$ cat config.mk
export PLATFORM = sky130hd
export DESIGN_NAME = axi_line_fill
export DESIGN_NICKNAME = d
export VERILOG_FILES = /design/src/rtl/axi_line_fill.sv
export SDC_FILE = /design/constraint.sdc
export NUM_CORES = 1
export LEC_CHECK = 0
export BUFFER_PORTS_ARGS = -buffer_cell sky130_fd_sc_hd__buf_2
export CORE_AREA = 2 2 243 245
export DETAILED_ROUTE_END_ITERATION = 6
export DIE_AREA = 0 0 245 247
export PLACE_DENSITY = 0.71
export RECOVER_POWER = 25
export SYNTH_ARGS = -nofsm -noshare
export SYNTH_HDL_FRONTEND = slang
export SYNTH_SLANG_ARGS = --single-unit
$ cat constraint.sdc
create_clock -name clk -period 1.8 [get_ports clk]
set_input_delay 0.09 -clock clk [delete_from_list [all_inputs] [get_ports clk]]
set_output_delay 0.09 -clock clk [all_outputs]
set_load 0.1 [all_outputs]
$ cat src/rtl/axi_line_fill.sv
// axi_line_fill: AXI4 read-burst master that fetches one cache line on a miss.
// Accepts a line-fill address, issues a single INCR burst of BEATS beats,
// assembles the beats into a line-wide buffer and reports completion with a
// one-cycle fill_done pulse (fill_err qualified by fill_done).
// Optional build macro: RLAST_CHECK_EN -- when defined, an rlast value that
// disagrees with the beat count on any accepted beat flags a fill error.
module axi_line_fill #(
    parameter int ADDR_SIZE  = 32,
    parameter int BLOCK_SIZE = 6,
    parameter int DATA_WIDTH = 32,
    localparam int LINE_BITS = 8 << BLOCK_SIZE,
    localparam int BEATS     = LINE_BITS / DATA_WIDTH
) (
    input  logic                  clk,
    input  logic                  rst_n,
    // cache controller / tag array side
    input  logic                  fill_req,
    input  logic [ADDR_SIZE-1:0]  fill_addr,
    output logic                  fill_ready,
    output logic                  fill_done,
    output logic                  fill_err,
    output logic [LINE_BITS-1:0]  fill_data,
    // AXI4 read address channel
    output logic [ADDR_SIZE-1:0]  m_axi_araddr,
    output logic [7:0]            m_axi_arlen,
    output logic [2:0]            m_axi_arsize,
    output logic [1:0]            m_axi_arburst,
    output logic                  m_axi_arvalid,
    input  logic                  m_axi_arready,
    // AXI4 read data channel
    input  logic [DATA_WIDTH-1:0] m_axi_rdata,
    input  logic [1:0]            m_axi_rresp,
    input  logic                  m_axi_rlast,
    input  logic                  m_axi_rvalid,
    output logic                  m_axi_rready
);

    localparam int CNT_W = $clog2(BEATS) + 1;

    localparam logic [1:0] S_IDLE = 2'd0;
    localparam logic [1:0] S_ADDR = 2'd1;
    localparam logic [1:0] S_DATA = 2'd2;
    localparam logic [1:0] S_DONE = 2'd3;

    logic [1:0]       state;
    logic [1:0]       state_next;
    logic [CNT_W-1:0] beat_cnt;
    logic             err_sticky;
    logic             accept;
    logic             beat_take;
    logic             last_beat;
    logic             beat_bad;

    // Fixed burst shape: one INCR burst covering exactly one line.
    assign m_axi_arlen   = 8'(BEATS - 1);
    assign m_axi_arsize  = 3'($clog2(DATA_WIDTH / 8));
    assign m_axi_arburst = 2'b01;

    // Handshake outputs decode straight from the state register.
    assign fill_ready    = (state == S_IDLE);
    assign m_axi_arvalid = (state == S_ADDR);
    assign m_axi_rready  = (state == S_DATA);
    assign fill_done     = (state == S_DONE);
    assign fill_err      = (state == S_DONE) & err_sticky;

    assign accept    = fill_req & fill_ready;
    assign beat_take = m_axi_rvalid & m_axi_rready;
    assign last_beat = (beat_cnt == CNT_W'(BEATS - 1));

`ifdef RLAST_CHECK_EN
    // A beat is bad on an error response or when rlast disagrees with the count.
    assign beat_bad = m_axi_rresp[1] | (m_axi_rlast != last_beat);

    logic unused_bits;
    assign unused_bits = ^{fill_addr[BLOCK_SIZE-1:0], m_axi_rresp[0]};
`else
    // Only SLVERR/DECERR responses mark a beat bad; rlast plays no part.
    assign beat_bad = m_axi_rresp[1];

    logic unused_bits;
    assign unused_bits = ^{fill_addr[BLOCK_SIZE-1:0], m_axi_rresp[0], m_axi_rlast};
`endif

    // Next-state decode for the IDLE -> ADDR -> DATA -> DONE -> IDLE sequence.
    always_comb begin
        state_next = state;
        case (state)
            S_IDLE:  if (accept)                  state_next = S_ADDR;
            S_ADDR:  if (m_axi_arready)           state_next = S_DATA;
            S_DATA:  if (beat_take && last_beat)  state_next = S_DONE;
            S_DONE:                               state_next = S_IDLE;
            default:                              state_next = S_IDLE;
        endcase
    end

    // State register; reset abandons any burst in flight.
    always_ff @(posedge clk or negedge rst_n) begin
        if (!rst_n) begin
            state <= S_IDLE;
        end else begin
            state <= state_next;
        end
    end

    // Latch the line-aligned burst address when a fill is accepted.
    always_ff @(posedge clk or negedge rst_n) begin
        if (!rst_n) begin
            m_axi_araddr <= '0;
        end else if (accept) begin
            m_axi_araddr <= {fill_addr[ADDR_SIZE-1:BLOCK_SIZE], {BLOCK_SIZE{1'b0}}};
        end
    end

    // Beat counter: cleared on accept, advanced on each accepted beat.
    always_ff @(posedge clk or negedge rst_n) begin
        if (!rst_n) begin
            beat_cnt <= '0;
        end else if (accept) begin
            beat_cnt <= '0;
        end else if (beat_take) begin
            beat_cnt <= beat_cnt + CNT_W'(1);
        end
    end

    // Sticky error: cleared on accept, set by any bad beat in the burst.
    always_ff @(posedge clk or negedge rst_n) begin
        if (!rst_n) begin
            err_sticky <= 1'b0;
        end else if (accept) begin
            err_sticky <= 1'b0;
        end else if (beat_take && beat_bad) begin
            err_sticky <= 1'b1;
        end
    end

    // Line buffer: each accepted beat lands in the slot selected by the counter.
    always_ff @(posedge clk or negedge rst_n) begin
        if (!rst_n) begin
            fill_data <= '0;
        end else if (beat_take) begin
            for (int unsigned k = 0; k < BEATS; k++) begin
                if (beat_cnt == CNT_W'(k)) begin
                    fill_data[k*DATA_WIDTH +: DATA_WIDTH] <= m_axi_rdata;
                end
            end
        end
    end

endmodule
Word-level counts from Yosys, hierarchy flattened
Cells that the tools add are included.
{"block": "classes", "add_sub_neg": 1, "mux": 8, "bitwise": 3, "n_reduce_logical": 23, "eq_ne": 21}
{"operator": "== test 5 x 4 -> 1 bit, second input constant", "count": 8}
{"operator": "AND reduction 2 bit", "count": 16}
{"operator": "== test 5 x 3 -> 1 bit, second input constant", "count": 4}
{"operator": "== test 5 x 2 -> 1 bit, second input constant", "count": 2}
{"operator": "2-to-1 mux 5 bit", "count": 2}
{"operator": "one-hot mux 2 bit (4 select lines)", "count": 1}
{"operator": "2-to-1 mux 2 bit", "count": 3}
{"operator": "!= test 2 x 1 -> 1 bit, second input constant", "count": 3}
{"operator": "adder 5 x 1 -> 5 bit, second input constant", "count": 1}
{"operator": "== test 5 x 1 -> 1 bit, second input constant", "count": 1}
{"operator": "logical NOT 5 bit", "count": 1}
{"operator": "== test 2 bit, second input constant", "count": 2}
{"operator": "nonzero test 2 bit", "count": 2}
{"operator": "bitwise AND 1 bit", "count": 3}
{"operator": "AND reduction 3 bit", "count": 1}
{"operator": "== test 2 x 1 -> 1 bit, second input constant", "count": 1}
{"operator": "logical AND 1 bit", "count": 2}
{"operator": "logical NOT 2 bit", "count": 1}
{"operator": "2-to-1 mux 1 bit", "count": 2}
{"block": "word_totals", "wordCells": 76, "inputBits": 72, "regBits": 546, "out_inout_bits": 562}

Depth between registers and ports, before layout
{"block": "logic_depth", "depth_word": 5, "ltp_mapped": 7, "mapped_depth_nobuf": 6}

Worst setup path after synthesis
OpenSTA, ideal clock, no wires.
{"block": "synth_path", "kind": "reg-to-reg", "startpoint": "register state[0]", "endpoint": "register fill_data[0]", "stages_incl_launch_ff": 8, "period_less_slack_ns": 2.814, "required_time_ns": 1.675, "arrival_time_ns": 2.689, "path_slack_ns": -1.014, "path_cell_list": "dfrtp_1 inv_1 ha_1 nand2_2 or4_1 buf_2 buf_6 mux2_4"}
{"block": "synth_between", "elab_chain_cells": 3}
{"element": "from (decl)", "line": "45", "text": "logic [1:0] state;"}
{"element": "from (signal assigned)", "line": "101", "text": "state <= state_next;"}
{"element": "== test 2 bit", "line": "62", "text": "assign m_axi_rready = (state == S_DATA);"}
{"element": "via m_axi_rready", "line": "35", "text": "output logic m_axi_rready"}
{"element": "bitwise AND 1 bit", "line": "67", "text": "assign beat_take = m_axi_rvalid & m_axi_rready;"}
{"element": "AND reduction 2 bit (no line)"}
{"element": "to (signal, indexed assignment)", "line": "143", "text": "fill_data[k*DATA_WIDTH +: DATA_WIDTH] <= m_axi_rdata;"}
{"element": "to (decl)", "line": "22", "text": "output logic [LINE_BITS-1:0] fill_data,"}
The timed path passes the listed nets, and every way through them passes these cells.
A chain may end at the register's enable or synchronous reset.

Final worst setup path
{"block": "layout_path", "startpoint": "register beat_cnt[0]", "endpoint": "register fill_data[422]"}
{"block": "layout_between", "elab_chain_cells": 2}
{"element": "from (decl)", "line": "47", "text": "logic [CNT_W-1:0] beat_cnt;"}
{"element": "from (signal assigned)", "line": "121", "text": "beat_cnt <= beat_cnt + CNT_W'(1);"}
{"element": "== test 5 x 4 -> 1 bit", "line": "142", "text": "if (beat_cnt == CNT_W'(k)) begin"}
{"element": "AND reduction 2 bit (no line)"}
Every way passes these cells.

==> out/results.txt <==
Starting Density - 0.358
Most common cell on crit path - buf_4
CP arrival - 2.43 ns
Clock Path Buffers - 3
Area Growth Syn to Fin - 41.2%
Remaining Overflow, GRT - 0
Crit share post-route - 1.09
Row count - 89
Avg Cell Area, Syn - 15.9 µm²
CTS H-tree depth - 2
Die Y - 247 µm
Non-filler cells, final - 2867
Drt drc - 0
Area contributors post-synth - dfrtp_1 (65%), mux2_2 (25%), mux2_4 (2.2%)
Total number of vias - 13900
CP Buf/Inv Count - 4
Initial drt markers - 618
Worst hold slack - 0.0526 ns
Crit. End Element - flop
Layout Nets - 2132
GRT Resource Usage Total - 0.208
# clock sinks - 546
Mapped Area - 0.0209 mm²
Synth Register Bits - 546
Setup Crit Path Kind - reg -> reg
Number of library cell types mapped by synthesis - 36
Synth Instances - 1316
Pins Over Slew Limit - 0
DP Cell Count - 2681
Final GP Congestion - 0.805
Crit-path leading delay family - buffers and inverters
Post-route ant nets - 0
Worst-path cell chain - buf_4, ha_2, nand4_1, buf_4, nor2_4, buf_12, clkbuf_16, mux2_2
Slowest-stage cell, CP - dfrtp_1
Reg clk slew, reported paths - 0.06 ns
Post-synth top area share - 0.655
Port-buffer cells - 606
Max incr delay on CP - 0.39 ns
Max cap viols - 0
Post-DP HPWL - 42900 µm
Worst VDD drop - 1.54 mV
Slew @ Worst Pin - 1.48 ns
Crit start category - flop
Min-Delay Path Class - in -> reg
Initial antenna violation count - 1
Diodes inserted - 0
Clock Skews - 0.0203 ns
Die width - 245 µm
Most frequent cells in the layout - buf_2 (602), dfrtp_1 (546), mux2_2 (289)
RSZ-0062 raised after global routing - true
Core area - 0.0582 mm²
CTS tree - done
Proportion of layout cells with a drive suffix above 1 - 0.650
Failing checks - negative setup slack
Post-DR wirelength/cell - 24.3 µm
Vias per Instance - 4.86
Worst R2R Setup Slack - -0.16 ns
CTS root buffer - clkbuf_16
Number of CTS-inserted buffers - 55
Worst-Skew Late Latency - 0.60 ns
Number of global-route vias before repair - 14200
Synth warnings - 0
Detailed Routing Iterations Pass 1 - 5
Status - complete, but fails checks
Global-route wire length before repair - 93500 µm
Sequential area share after synthesis - 0.655
Minimum clock period - 1.96 ns
Synth area leader - dfrtp_1
Largest net degree at the start of global routing - 83
IO Count - 634
Required time of the critical path - 2.27 ns
Final setup margin - -0.161 ns
Final wirelength - 69800 µm
Commonest non-fill, non-tap cell in the layout - buf_2
Slew Limit Headroom - 0.0153
# setup viols final - 496
Crit path max fanout - 5
Leak pwr - 16.1 nW
Fin. Hold Viols - 0
F_max - 510 MHz
Die Area - 0.0605 mm²
P per Cell Area - 1680 mW/mm²
[layout make-up]
cell class | count | area (µm²)
well taps | 773 | 967
fillers | 4856 | 28800
clock inverters | 20 | 180
repair buffers | 771 | 5490
clock buffers | 80 | 1590
multi-input cells | 671 | 7550
flip-flops and latches | 546 | 13700
inverters | 6 | 22.5
[flip-flops by register name, summed over array words and instances, names as in the netlist]
register and cells:
m_axi_araddr 26, state 2, fill_data 512, beat_cnt 5, err_sticky 1
[cell families (layout without fill, tap and decap cells)]
logic type | count (synthesis) | after routing | share of synthesized area
other | 2 | 19 | 0.000360
adder cells (fa/ha/maj) | 9 | 9 | 0.00540
multiplexers | 513 | 513 | 0.282
flip-flops | 546 | 546 | 0.655
AO/OA/AOI/OAI | 8 | 8 | 0.00258
AND/OR/NAND/NOR | 120 | 120 | 0.0256
buffers and inverters | 116 | 877 | 0.0281
XOR/XNOR | 2 | 2 | 0.000840
[worst reg2reg max path, delay by kind of cell (launching register included)]
family        cells  cell delay (ns)
fa+ha+maj         1             0.19
buf+inv           4             0.64
mux               1             0.33
flops             1             0.39
simple gates      2             0.29
[final timing paths]
check | startpoint | end | cells past startpoint
max | beat_cnt[0] | fill_data[422] | 8
min reg2reg | fill_data[266] | fill_data[266] | 1
min | m_axi_rvalid | beat_cnt[1] | 4
max reg2reg | beat_cnt[0] | fill_data[422] | 8
min in group asynchronous | rst_n | fill_data[30] | 2
max in group asynchronous | rst_n | fill_data[303] | 4
[through the flow]
step / area, µm² / TNS, ns / power (W) / worst slack, ns / utilization
global placement: 25500 / -25.93 / 0.0374 / -0.160 / 0.437
CTS: 28400 / -42.80 / 0.0494 / -0.167 / 0.488
detailed placement: 25500 / -37.29 / 0.0377 / -0.160 / 0.437
finish: 29500 / -40.02 / 0.0495 / -0.161 / 0.506
floorplan: 21100 / -102.11 / 0.0336 / -0.293 / -
global route: 29500 / -84.20 / 0.0511 / -0.234 / 0.506
[cell usage after synthesis (all sizes together)]
library cell	count
a21oi	3
a221oi	1
a311oi	1
a31oi	1
and2	2
and3	1
buf	70
clkbuf	40
conb	2
dfrtp	546
ha	9
inv	6
mux2	513
nand2	84
nand2b	2
nand3	6
nand4	2
nand4b	2
nor2	11
nor2b	1
nor3	5
nor4	1
o21ai	1
o32a	1
or2	1
or3	1
or4	1
xnor2	1
xor2	1
[repair_timing]
item | 4_1_cts | 5_1_grt
hold buffers | 31 | 0
resized for setup | 110 | 152
gates cloned | 12 | 20
pin swaps | 6 | 7
endpoints found under the hold margin | 515 | 0
setup buffers | 13 | 11
endpoints found under the setup margin | 518 | 519
[layer usage]
metal	GRT usage	vias to the layer above	wire, µm
li1	-	5976	-
met1	0.257	7296	28600
met2	0.356	541	34800
met3	0.0435	117	4220
met4	0.0838	0	2230
met5	0	-	0
[where the power goes]
part / switching [W] / internal, W / total (W)
combinational: 0.0185 / 0.00428 / 0.0227
sequential: 0.00122 / 0.0143 / 0.0155
clock: 0.00479 / 0.00642 / 0.0112
total: 0.0245 / 0.0250 / 0.0495
Power figures use the tool's default switching activity.
